--- src/rtl/tc08_pkg.sv ---
// Shared definitions for the TC08 tape read decoder: mark codes, FSM states
// and the default line timeout.
package tc08_pkg;

  localparam int DEFAULT_LINE_TIMEOUT = 8192;

  localparam logic [5:0] MARK_END   = 6'o22;
  localparam logic [5:0] MARK_BLOCK = 6'o26;
  localparam logic [5:0] MARK_GUARD = 6'o32;
  localparam logic [5:0] MARK_LOCK  = 6'o10;
  localparam logic [5:0] MARK_DATA  = 6'o70;
  localparam logic [5:0] MARK_FINAL = 6'o73;

  typedef enum logic [1:0] {
    IDLE   = 2'd0,
    HUNT   = 2'd1,
    LOCKED = 2'd2
  } state_t;

  function automatic logic is_legal(input logic [5:0] code);
    return (code == MARK_END)  || (code == MARK_BLOCK) || (code == MARK_GUARD) ||
           (code == MARK_LOCK) || (code == MARK_DATA)  || (code == MARK_FINAL);
  endfunction

  // Marks after which data lines are assembled into words.
  function automatic logic is_word_mark(input logic [5:0] code);
    return (code == MARK_DATA) || (code == MARK_FINAL);
  endfunction

endpackage

--- src/rtl/tc08_diff_rx.sv ---
// Differential head receiver: synchronizes both halves of a head pair and
// flags the pair active when the synced halves disagree.
module tc08_diff_rx #(
  parameter int SYNC_STAGES = 2
) (
  input  logic clk,
  input  logic rst,
  input  logic pos,
  input  logic neg,
  output logic pos_sync,
  output logic active
);

  logic [SYNC_STAGES-1:0] pos_q;
  logic [SYNC_STAGES-1:0] neg_q;

  // NOTE: state registers use non-blocking assignments so every flop samples
  // the pre-edge value of its neighbour; blocking here would collapse the chain.
  always_ff @(posedge clk or posedge rst) begin
    if (rst) begin
      pos_q <= '0;
      neg_q <= '0;
    end else begin
      pos_q <= (pos_q << 1) | SYNC_STAGES'(pos);
      neg_q <= (neg_q << 1) | SYNC_STAGES'(neg);
    end
  end

  assign pos_sync = pos_q[SYNC_STAGES-1];
  assign active   = pos_q[SYNC_STAGES-1] ^ neg_q[SYNC_STAGES-1];

endmodule

--- src/rtl/tc08_read_decoder.sv ---
// TC08 read decoder: recovers tape lines from the timing track, locks onto
// mark-track codes and assembles 12-bit data words from three data tracks.
module tc08_read_decoder
  import tc08_pkg::*;
#(
  parameter int LINE_TIMEOUT = DEFAULT_LINE_TIMEOUT,
  parameter int SYNC_STAGES  = 2
) (
  input  logic        clk,
  input  logic        rst,
  input  logic        rev,
  input  logic        t_trk_rd_pos,
  input  logic        t_trk_rd_neg,
  input  logic        rdmk_rd_pos,
  input  logic        rdmk_rd_neg,
  input  logic        rdd_00_rd_pos,
  input  logic        rdd_00_rd_neg,
  input  logic        rdd_01_rd_pos,
  input  logic        rdd_01_rd_neg,
  input  logic        rdd_02_rd_pos,
  input  logic        rdd_02_rd_neg,
  output logic        line_stb,
  output logic        mark_valid,
  output logic [5:0]  mark_code,
  output logic        word_valid,
  output logic [11:0] word,
  output logic        in_sync,
  output logic        tape_moving,
  output logic        mark_err,
  output logic        timing_err
);

  localparam int              GAP_W    = $clog2(LINE_TIMEOUT);
  localparam logic [GAP_W-1:0] GAP_LAST = GAP_W'(LINE_TIMEOUT - 1);
  localparam logic [5:0]      NO_MARK  = 6'o00;

  // Head index: 0 timing, 1 mark, 2..4 data tracks d00..d02.
  logic [4:0] head_pos, head_neg, pos_s, act;
  assign head_pos = {rdd_02_rd_pos, rdd_01_rd_pos, rdd_00_rd_pos, rdmk_rd_pos, t_trk_rd_pos};
  assign head_neg = {rdd_02_rd_neg, rdd_01_rd_neg, rdd_00_rd_neg, rdmk_rd_neg, t_trk_rd_neg};

  for (genvar i = 0; i < 5; i++) begin : g_rx
    tc08_diff_rx #(.SYNC_STAGES(SYNC_STAGES)) u_rx (
      .clk      (clk),
      .rst      (rst),
      .pos      (head_pos[i]),
      .neg      (head_neg[i]),
      .pos_sync (pos_s[i]),
      .active   (act[i])
    );
  end

  logic unused_act;
  assign unused_act  = ^act[4:1];
  assign tape_moving = act[0];

  logic       t_pos_d, line_rise, stb_q, mbit_q, rev_d;
  logic [2:0] dbits_q;
  assign line_rise = pos_s[0] & ~t_pos_d & tape_moving;
  assign line_stb  = stb_q;

  // Line bits are captured at the edge so the strobe cycle sees a stable set.
  always_ff @(posedge clk or posedge rst) begin
    if (rst) begin
      t_pos_d <= 1'b0;
      stb_q   <= 1'b0;
      mbit_q  <= 1'b0;
      dbits_q <= '0;
      rev_d   <= 1'b0;
    end else begin
      t_pos_d <= pos_s[0];
      stb_q   <= line_rise;
      rev_d   <= rev;
      if (line_rise) begin
        mbit_q  <= pos_s[1] ^ rev;
        dbits_q <= {pos_s[2], pos_s[3], pos_s[4]} ^ {3{rev}};
      end
    end
  end

  state_t           state, state_n;
  logic [5:0]       window, window_n, last_mark, last_n, win_shift, mark_code_n;
  logic [2:0]       lphase, lphase_n;
  logic [1:0]       wphase, wphase_n;
  logic [8:0]       wsr, wsr_n;
  logic [GAP_W-1:0] gap_cnt, gap_n;
  logic [11:0]      word_n;
  logic             mark_err_n, timing_err_n, mark_valid_n, word_valid_n, decode;

  assign win_shift = {window[4:0], mbit_q};
  assign in_sync   = (state == LOCKED);

  // NOTE: every signal gets a default at the top of the block, so no path
  // through the case leaves one unassigned and no latch is inferred.
  always_comb begin
    state_n      = state;
    window_n     = window;
    lphase_n     = lphase;
    wphase_n     = wphase;
    wsr_n        = wsr;
    gap_n        = gap_cnt;
    last_n       = last_mark;
    mark_err_n   = mark_err;
    timing_err_n = timing_err;
    mark_valid_n = 1'b0;
    mark_code_n  = mark_code;
    word_valid_n = 1'b0;
    word_n       = word;
    decode       = 1'b0;

    if (!tape_moving) begin
      state_n  = IDLE;
      window_n = '0;
      lphase_n = '0;
      gap_n    = '0;
    end else if (rev != rev_d) begin
      state_n  = HUNT;
      window_n = '0;
      lphase_n = '0;
      gap_n    = '0;
    end else begin
      unique case (state)
        IDLE: state_n = HUNT;
        HUNT: begin
          if (stb_q) begin
            window_n = win_shift;
            if (is_legal(win_shift)) begin
              state_n  = LOCKED;
              lphase_n = '0;
              gap_n    = '0;
              decode   = 1'b1;
            end
          end
        end
        LOCKED: begin
          if (stb_q) begin
            window_n = win_shift;
            gap_n    = '0;
            lphase_n = (lphase == 3'd5) ? 3'd0 : lphase + 3'd1;
            if (lphase == 3'd5) begin
              if (is_legal(win_shift)) begin
                decode = 1'b1;
              end else begin
                mark_err_n = 1'b1;
                state_n    = HUNT;
              end
            end
          end else if (gap_cnt == GAP_LAST) begin
            timing_err_n = 1'b1;
            state_n      = HUNT;
            gap_n        = '0;
          end else begin
            gap_n = gap_cnt + 1'b1;
          end
        end
        default: state_n = IDLE;
      endcase

      if (decode) begin
        mark_valid_n = 1'b1;
        mark_code_n  = win_shift;
        last_n       = win_shift;
      end

      // A fresh DATA run or any non-word mark discards the partial word.
      if (decode && ((win_shift == MARK_DATA) ? (last_mark != MARK_DATA)
                                              : !is_word_mark(win_shift))) begin
        wphase_n = '0;
        wsr_n    = '0;
      end else if (stb_q && state == LOCKED && is_word_mark(last_mark)) begin
        if (wphase == 2'd3) begin
          word_valid_n = 1'b1;
          word_n       = {wsr, dbits_q};
          wphase_n     = '0;
          wsr_n        = '0;
        end else begin
          wphase_n = wphase + 2'd1;
          wsr_n    = {wsr[5:0], dbits_q};
        end
      end
    end

    if (state_n != LOCKED) begin
      last_n   = NO_MARK;
      wphase_n = '0;
      wsr_n    = '0;
    end
  end

  always_ff @(posedge clk or posedge rst) begin
    if (rst) begin
      state      <= IDLE;
      window     <= '0;
      lphase     <= '0;
      wphase     <= '0;
      wsr        <= '0;
      gap_cnt    <= '0;
      last_mark  <= NO_MARK;
      mark_err   <= 1'b0;
      timing_err <= 1'b0;
      mark_valid <= 1'b0;
      mark_code  <= '0;
      word_valid <= 1'b0;
      word       <= '0;
    end else begin
      state      <= state_n;
      window     <= window_n;
      lphase     <= lphase_n;
      wphase     <= wphase_n;
      wsr        <= wsr_n;
      gap_cnt    <= gap_n;
      last_mark  <= last_n;
      mark_err   <= mark_err_n;
      timing_err <= timing_err_n;
      mark_valid <= mark_valid_n;
      mark_code  <= mark_code_n;
      word_valid <= word_valid_n;
      word       <= word_n;
    end
  end

endmodule

--- config.mk ---
export PLATFORM = sky130hd
export DESIGN_NAME = tc08_read_decoder
export DESIGN_NICKNAME = d
export VERILOG_FILES = /design/src/rtl/tc08_pkg.sv /design/src/rtl/tc08_diff_rx.sv /design/src/rtl/tc08_read_decoder.sv
export SDC_FILE = /design/constraint.sdc
export NUM_CORES = 1
export LEC_CHECK = 0
export ABC_AREA = 1
export CORE_ASPECT_RATIO = 0.8
export CORE_MARGIN = 2
export CORE_UTILIZATION = 35
export CTS_BUF_LIST = sky130_fd_sc_hd__clkbuf_2
export DETAILED_ROUTE_END_ITERATION = 10
export MAX_ROUTING_LAYER = met4
export PLACE_DENSITY = 0.63
export SETUP_SLACK_MARGIN = 0.15
export SLEW_MARGIN = 20
export SYNTH_ARGS = -nofsm -noshare
export SYNTH_HDL_FRONTEND = slang
export SYNTH_HIERARCHICAL = 1
export SYNTH_SLANG_ARGS = --single-unit
--- constraint.sdc ---
create_clock -name clk -period 3.4 [get_ports clk]
set_input_delay 0.68 -clock clk [delete_from_list [all_inputs] [get_ports clk]]
set_output_delay 0.68 -clock clk [all_outputs]
set_load 0.01 [all_outputs]
==> qor.txt, run 1 <==
=================================================================================
Worst setup EP type                                                    output pin
Detailed Place HPWL                                                       5.09 mm
Clock Tree Buf Depth                                                            2
Antenna cell count                                                              0
Max Clk Rate                                                              379 MHz
Total of hold buffers inserted after clock tree synthesis                       0
Buffers on Ports                                                               33
Outcome                                                              finished clean
Worst-case vdd ir drop                                                   0.195 mV
Number of pins exceeding their max-slew limit in the final report               0
Largest stage delay on the critical path                                  0.59 ns
Final wirelength                                                          7.02 mm
Worst clock skew                                                        0.0256 ns
Startpoint of the worst setup timing path                            state[0]$_DFF_PP0_
Required time worst endpoint                                              2.72 ns
Arrival time reported for the critical path endpoint                      1.96 ns
Number of hold violations in the final report                                   0
Global-route wire length before repair                                    12.2 mm
Initial antenna violation count                                                 0
Vias in the first global route                                               2693
Areal power density over the cells                                     359 nW/µm²
Maximum fanout count along the critical path                                    6
Post-place instance area                                                 4300 µm²
Chip width                                                                 121 µm
Gates resized, CTS repair                                                       0
Routed Antenna Nets                                                             0
Number of nets in the final layout                                            494
Beginning of the worst register-to-register path                     state[0]$_DFF_PP0_
Number of vias after detailed routing                                        2791
Fraction of final layout cells sized beyond drive strength 1                11.0%
Post-route worst setup slack                                             0.759 ns
Minimum clock period after layout                                         2.64 ns
Static Leak                                                               2.03 nW
Routed wire per std cell                                                  11.3 µm
Starting DRC count in detailed routing                                        161
Summed negative setup slack over all endpoints                               0 ns
Worst slew pin tran                                                      0.636 ns
Most common cell after layout, fill and taps aside                        nand2_1
Setup repair after global routing missed its margin                            no
Summed area of non-filler cells in the final layout                      4400 µm²
Global-route congestion overflow total                                          0
Routability congestion estimate                                             0.806
Maximum capacitance violations                                                  0
Count of unresolved DRC violations after routing                                0
Number of rows created at floorplan                                            34
Pin count of the biggest net entering global routing                           41
Number of CTS-inserted buffers                                                  9
Switching share of total power                                              24.9%
FF-to-FF path depth                                                            11
Reg-to-reg setup timing slack                                             0.79 ns
Starting Density                                                            35.5%
CTS Root Buffer Type                                                     clkbuf_2
Clock group share of total power                                            29.2%
Leading cell types in the layout, fill and taps excluded             87 x nand2_1, 81 x dfrtp_1, 69 x inv_1, 33 x clkdlybuf4s50_1, 31 x nor2_1
Critical-path cell with the highest stage delay                      clkdlybuf4s50_1
Endpoint of the worst register-to-register path                      word[0]$_DFFE_PP0P_
Switch Pwr                                                             0.000392 W
Startpoint types                                                        flip-flop
Mean instance size in the synthesized netlist                            8.72 µm²
Die Height                                                                97.3 µm
Number of H-tree branching levels                                               3
Clock tree from TritonCTS                                                    done
Post-route clock period utilization                                         77.7%
Relative slew slack                                                         57.6%
Cells along the critical path                                        inv_1 -> ha_1 -> clkdlybuf4s50_1
Worst slack at placement                                                 0.635 ns
Post-Syn Instances                                                            437
Hold WC Path Type                                                    flip-flop to flip-flop
Final setup violation count                                                     0
Part of the total power dissipated in combinational logic                    7.4%
Termination of the worst setup path                                       in_sync
Via density per instance                                                     4.47
Total of warnings raised by yosys                                               6
Layout area overhead                                                        15.4%
Synthesized Nets                                                              456
Total global routing track utilization                                      13.5%
Clock slew seen by the registers of the worst setup and hold paths        0.17 ns
Internal Power                                                          0.00119 W
Post-synthesis cell area                                                 3810 µm²
Skew-Pair Late Insertion Delay                                            0.51 ns
Number of placed I/O pins                                                      38
Floorplan die area                                                      11700 µm²
Share of total power in sequential cells                                    63.4%
Clk sink count                                                                 81
Detailed-router iteration count before antenna repair                           4
Area of the placeable core                                              10700 µm²
Total setup buffers inserted after CTS                                          0
Number of fillers in the final layout                                        1060
Setup Crit Path Kind                                                 flip-flop to output pin
=================================================================================
## worst max-delay path, delay by kind of cell (launching register included)
kind	cells	cell delay [ns]
buffers and inverters	2	0.71
adders and majority gates	1	0.31
DFF	1	0.45
## cell type report
cell class	instances	area (µm²)	area share [%]
Inverter	77	292	6.63
Clock buffer	10	50.0	1.14
Multi-Input combinational cell	269	1430	32.4
Tap cell	144	180	4.10
Timing Repair Buffer	37	373	8.48
Clock inverter	6	48.8	1.11
Sequential cell	81	2030	46.1
## power by group through the flow
stage,combinational [W],clock [W],sequential [W]
2_1_floorplan,0.0000832,0,0.00101
3_3_place_gp,0.000116,0,0.00102
3_5_place_dp,0.000120,0,0.00102
4_1_cts,0.000120,0.000495,0.00100
5_1_grt,0.000134,0.000539,0.00100
6_report,0.000117,0.000460,0.00100
## per-stage QoR
step	utilization, %	std cells	hold slack (ns)	power (W)
3_3_place_gp	40.1	608	0.331	0.00113
6_report	41.0	624	0.370	0.00158
3_5_place_dp	40.1	608	0.335	0.00114
5_1_grt	41.0	624	0.384	0.00168
4_1_cts	41.0	624	0.373	0.00162
2_1_floorplan	-	437	0.331	0.00110
## how the worst min path moves through the flow
stage | slack (ns) | endpoint | depth (start not counted) | start
after floorplan | 0.33 | g_rx[0].u_rx/neg_q[1]$_DFF_PP0_ | 0 | g_rx[0].u_rx/neg_q[0]$_DFF_PP0_
after global placement | 0.33 | g_rx[4].u_rx/pos_q[1]$_DFF_PP0_ | 0 | g_rx[4].u_rx/pos_q[0]$_DFF_PP0_
after detailed placement | 0.33 | g_rx[1].u_rx/pos_q[1]$_DFF_PP0_ | 0 | g_rx[1].u_rx/pos_q[0]$_DFF_PP0_
after CTS | 0.37 | g_rx[1].u_rx/pos_q[1]$_DFF_PP0_ | 0 | g_rx[1].u_rx/pos_q[0]$_DFF_PP0_
after global routing | 0.38 | g_rx[2].u_rx/pos_q[1]$_DFF_PP0_ | 0 | g_rx[2].u_rx/pos_q[0]$_DFF_PP0_
final | 0.37 | g_rx[1].u_rx/pos_q[1]$_DFF_PP0_ | 0 | g_rx[1].u_rx/pos_q[0]$_DFF_PP0_
## flip-flops by register name, indices dropped and copies added, names as in the netlist
name / flops
gap_cnt: 13
word: 12
g_rx.u_rx/pos_q: 10
wsr: 9
last_mark: 6
mark_code: 6
window: 5
dbits_q: 3
lphase: 3
g_rx.u_rx/neg_q: 2
state: 2
wphase: 2
line_stb: 1
mark_err: 1
mark_valid: 1
mbit_q: 1
rev_d: 1
t_pos_d: 1
timing_err: 1
word_valid: 1
## layer usage
| layer | routed length [µm] | track usage (%) | up-vias |
|---|---|---|---|
| li1 | - | - | 1449 |
| met1 | 3440 | 17.4 | 1294 |
| met2 | 3270 | 19.8 | 46 |
| met3 | 271 | 4.99 | 2 |
| met4 | 42 | 4.56 | 0 |
| met5 | 0 | - | - |
(Power assumes the default switching activity.)
==> run 2, diff against run 1 <==
- PLACE_DENSITY: 0.63 -> 0.65
- clock period: 3.4 -> 2.2 ns (I/O delays scaled with it)
==> qor.txt, run 2 (synthesis gave the netlist of run 1 again) <==
====================================================================================
Part of the total power dissipated in combinational logic                       8.7%   was 7.4%
Termination of the worst setup path                                         line_stb   was in_sync
Initial antenna violation count                                                    0   unchanged
Clock slew seen by the registers of the worst setup and hold paths           0.19 ns   was 0.17 ns
Routed Antenna Nets                                                                0   unchanged
Layout area overhead                                                           23.4%   was 15.4%
Worst-case vdd ir drop                                                      0.348 mV   was 0.195 mV
Worst setup EP type                                                       output pin   unchanged
Total global routing track utilization                                         13.5%   about the same
Critical-path cell with the highest stage delay                         clkdlybuf4s50_1   unchanged
Final wirelength                                                             7.23 mm   was 7.02 mm
Startpoint of the worst setup timing path                               line_stb$_DFF_PP0_   was state[0]$_DFF_PP0_
Number of placed I/O pins                                                         38   unchanged
Reg-to-reg setup timing slack                                                0.30 ns   was 0.79 ns
Clock tree from TritonCTS                                                       done   unchanged
Detailed Place HPWL                                                          5.06 mm   was 5.09 mm
Max Clk Rate                                                                 522 MHz
Antenna cell count                                                                 0   unchanged
Largest Register                                                             gap_cnt   unchanged
Arrival time reported for the critical path endpoint                         1.48 ns   was 1.96 ns
Switching share of total power                                                 26.5%   was 24.9%
Areal power density over the cells                                        503 nW/µm²   was 359 nW/µm²
Setup repair after global routing missed its margin                              yes   was no
Clock group share of total power                                               25.9%   was 29.2%
Final setup violation count                                                        0   unchanged
Skew-Pair Late Insertion Delay                                               0.52 ns   was 0.51 ns
Number of pins exceeding their max-slew limit in the final report                  0   unchanged
Global-route wire length before repair                                       12.4 mm   was 12.2 mm
Fraction of final layout cells sized beyond drive strength 1                   19.3%   was 11.0%
Internal Power                                                             0.00174 W   was 0.00119 W
Routed wire per std cell                                                     11.0 µm   was 11.3 µm
Maximum fanout count along the critical path                                       2   was 6
Number of hold violations in the final report                                      0   unchanged
Clk sink count                                                                    81   unchanged
Floorplan die area                                                         11700 µm²   unchanged
Share of total power in sequential cells                                       65.4%   was 63.4%
Starting DRC count in detailed routing                                           122   was 161
Cells along the critical path                                           clkdlybuf4s50_1   was inv_1 -> ha_1 -> clkdlybuf4s50_1
Buffers on Ports                                                                  33   unchanged
Via density per instance                                                        4.53   was 4.47
Global-route congestion overflow total                                             0   unchanged
Post-route clock period utilization                                            87.1%
Chip width                                                                    121 µm   unchanged
CTS Root Buffer Type                                                        clkbuf_2   unchanged
Detailed-router iteration count before antenna repair                              4   unchanged
Starting Density                                                               35.5%   unchanged
Required time worst endpoint                                                 1.76 ns   was 2.72 ns
Number of vias after detailed routing                                           2973   was 2791
Startpoint types                                                           flip-flop   unchanged
Static Leak                                                                  2.18 nW   was 2.03 nW
Worst slew pin tran                                                         0.485 ns   was 0.636 ns
Post-place instance area                                                    4450 µm²   was 4300 µm²
Die Height                                                                   97.3 µm   unchanged
Number of CTS-inserted buffers                                                     9   unchanged
Minimum clock period after layout                                            1.92 ns
Beginning of the worst register-to-register path                        gap_cnt[1]$_DFFE_PP0P_   was state[0]$_DFF_PP0_
Vias in the first global route                                                  2823   was 2693
Outcome                                                                 finished clean   unchanged
Largest delay share family, worst path                                  buffers and inverters   unchanged
FF-to-FF path depth                                                               13   was 11
Count of unresolved DRC violations after routing                                   0   unchanged
Largest stage delay on the critical path                                     0.55 ns   was 0.59 ns
Endpoint of the worst register-to-register path                         wsr[8]$_DFFE_PP0P_   was word[0]$_DFFE_PP0P_
Hold WC Path Type                                                       input port to asynchronous set/reset pin   was flip-flop to flip-flop
Switch Pwr                                                                0.000627 W   was 0.000392 W
Total of hold buffers inserted after clock tree synthesis                          0   unchanged
Leading cell types in the layout, fill and taps excluded                86 x nand2_1, 79 x dfrtp_1, 68 x inv_1, 31 x clkdlybuf4s50_1   was 87 x nand2_1, 81 x dfrtp_1, 69 x inv_1, 33 x clkdlybuf4s50_1, 31 x nor2_1
Flip-flop count of the largest register after layout                              13   unchanged
Setup Crit Path Kind                                                    flip-flop to output pin   unchanged
Relative slew slack                                                            67.5%   was 57.6%
Number of H-tree branching levels                                                  3   unchanged
Number of rows created at floorplan                                               34   unchanged
Worst clock skew                                                           0.0127 ns   was 0.0256 ns
Summed area of non-filler cells in the final layout                         4700 µm²   was 4400 µm²
Count of buffering cells on the critical path with inverters included              1   was 2
Total power                                                                0.00236 W   was 0.00158 W
Number of nets in the final layout                                               526   was 494
Largest registers in the final layout                                   gap_cnt x13, word x12, g_rx.u_rx/pos_q x10   unchanged
Clock Tree Buf Depth                                                               2   unchanged
Maximum capacitance violations                                                     0   unchanged
Most common cell after layout, fill and taps aside                           nand2_1   unchanged
Count of cell instances traversed by the critical path                             1   was 3
Routability congestion estimate                                                0.858   was 0.806
Area of the placeable core                                                 10700 µm²   unchanged
Pin count of the biggest net entering global routing                              70   was 41
====================================================================================
[run 2: worst min-delay path by stage]
stage | depth (start not counted) | startpoint | to
floorplan | 1 | rst | g_rx[1].u_rx/pos_q[0]$_DFF_PP0_
global placement | 0 | g_rx[1].u_rx/pos_q[0]$_DFF_PP0_ | g_rx[1].u_rx/pos_q[1]$_DFF_PP0_
detailed placement | 0 | g_rx[0].u_rx/neg_q[0]$_DFF_PP0_ | g_rx[0].u_rx/neg_q[1]$_DFF_PP0_
CTS | 2 | rst | g_rx[3].u_rx/pos_q[0]$_DFF_PP0_
global route | 2 | rst | g_rx[3].u_rx/pos_q[1]$_DFF_PP0_
finish | 2 | rst | g_rx[3].u_rx/pos_q[0]$_DFF_PP0_
[run 2: through the flow]
stage / util (%) / worst slack [ns] / setup TNS [ns] / instances / hold slack (ns)
final: 43.8 / 0.285 / 0 / 656 / 0.237
after global routing: 43.8 / 0.123 / 0 / 656 / 0.204
after CTS: 42.5 / 0.128 / 0 / 647 / 0.189
after detailed placement: 41.5 / -0.0614 / -0.364 / 628 / 0.337
after global placement: 41.5 / -0.0197 / -0.0324 / 628 / 0.332
after floorplan: - / 0.375 / 0 / 437 / 0.181
[run 2: cell type report]
class / instances / area, µm²
fill: 1067 / 6020
sequential: 81 / 2030
multi-input combinational: 270 / 1480
timing repair buffer: 68 / 632
inverter: 77 / 295
tap: 144 / 180
clock buffer: 9 / 45.0
clock inverter: 7 / 37.5
[run 2: power by group through the flow]
stage | sequential (W) | combinational, W | clock (W)
floorplan | 0.00157 | 0.000129 | 0
global placement | 0.00157 | 0.000191 | 0
detailed placement | 0.00158 | 0.000195 | 0
CTS | 0.00155 | 0.000204 | 0.000655
global route | 0.00155 | 0.000233 | 0.000705
finish | 0.00155 | 0.000206 | 0.000611
[run 2: per-layer routing]
metal / track usage, % / vias to the layer above / routed length, µm
met2: 21.0 / 41 / 3510
met5: - / - / 0
met1: 16.7 / 1414 / 3320
met4: 4.38 / 0 / 99
li1: - / 1511 / -
met3: 4.34 / 7 / 293
[run 2: what timing repair did]
action                                  in CTS  in global routing
endpoints found under the setup margin       3                 34
gates cloned                                 0                  1
endpoints found under the hold margin        0                  0
pin swaps                                    0                  2
setup buffers                                3                  8
resized for setup                            7                 18
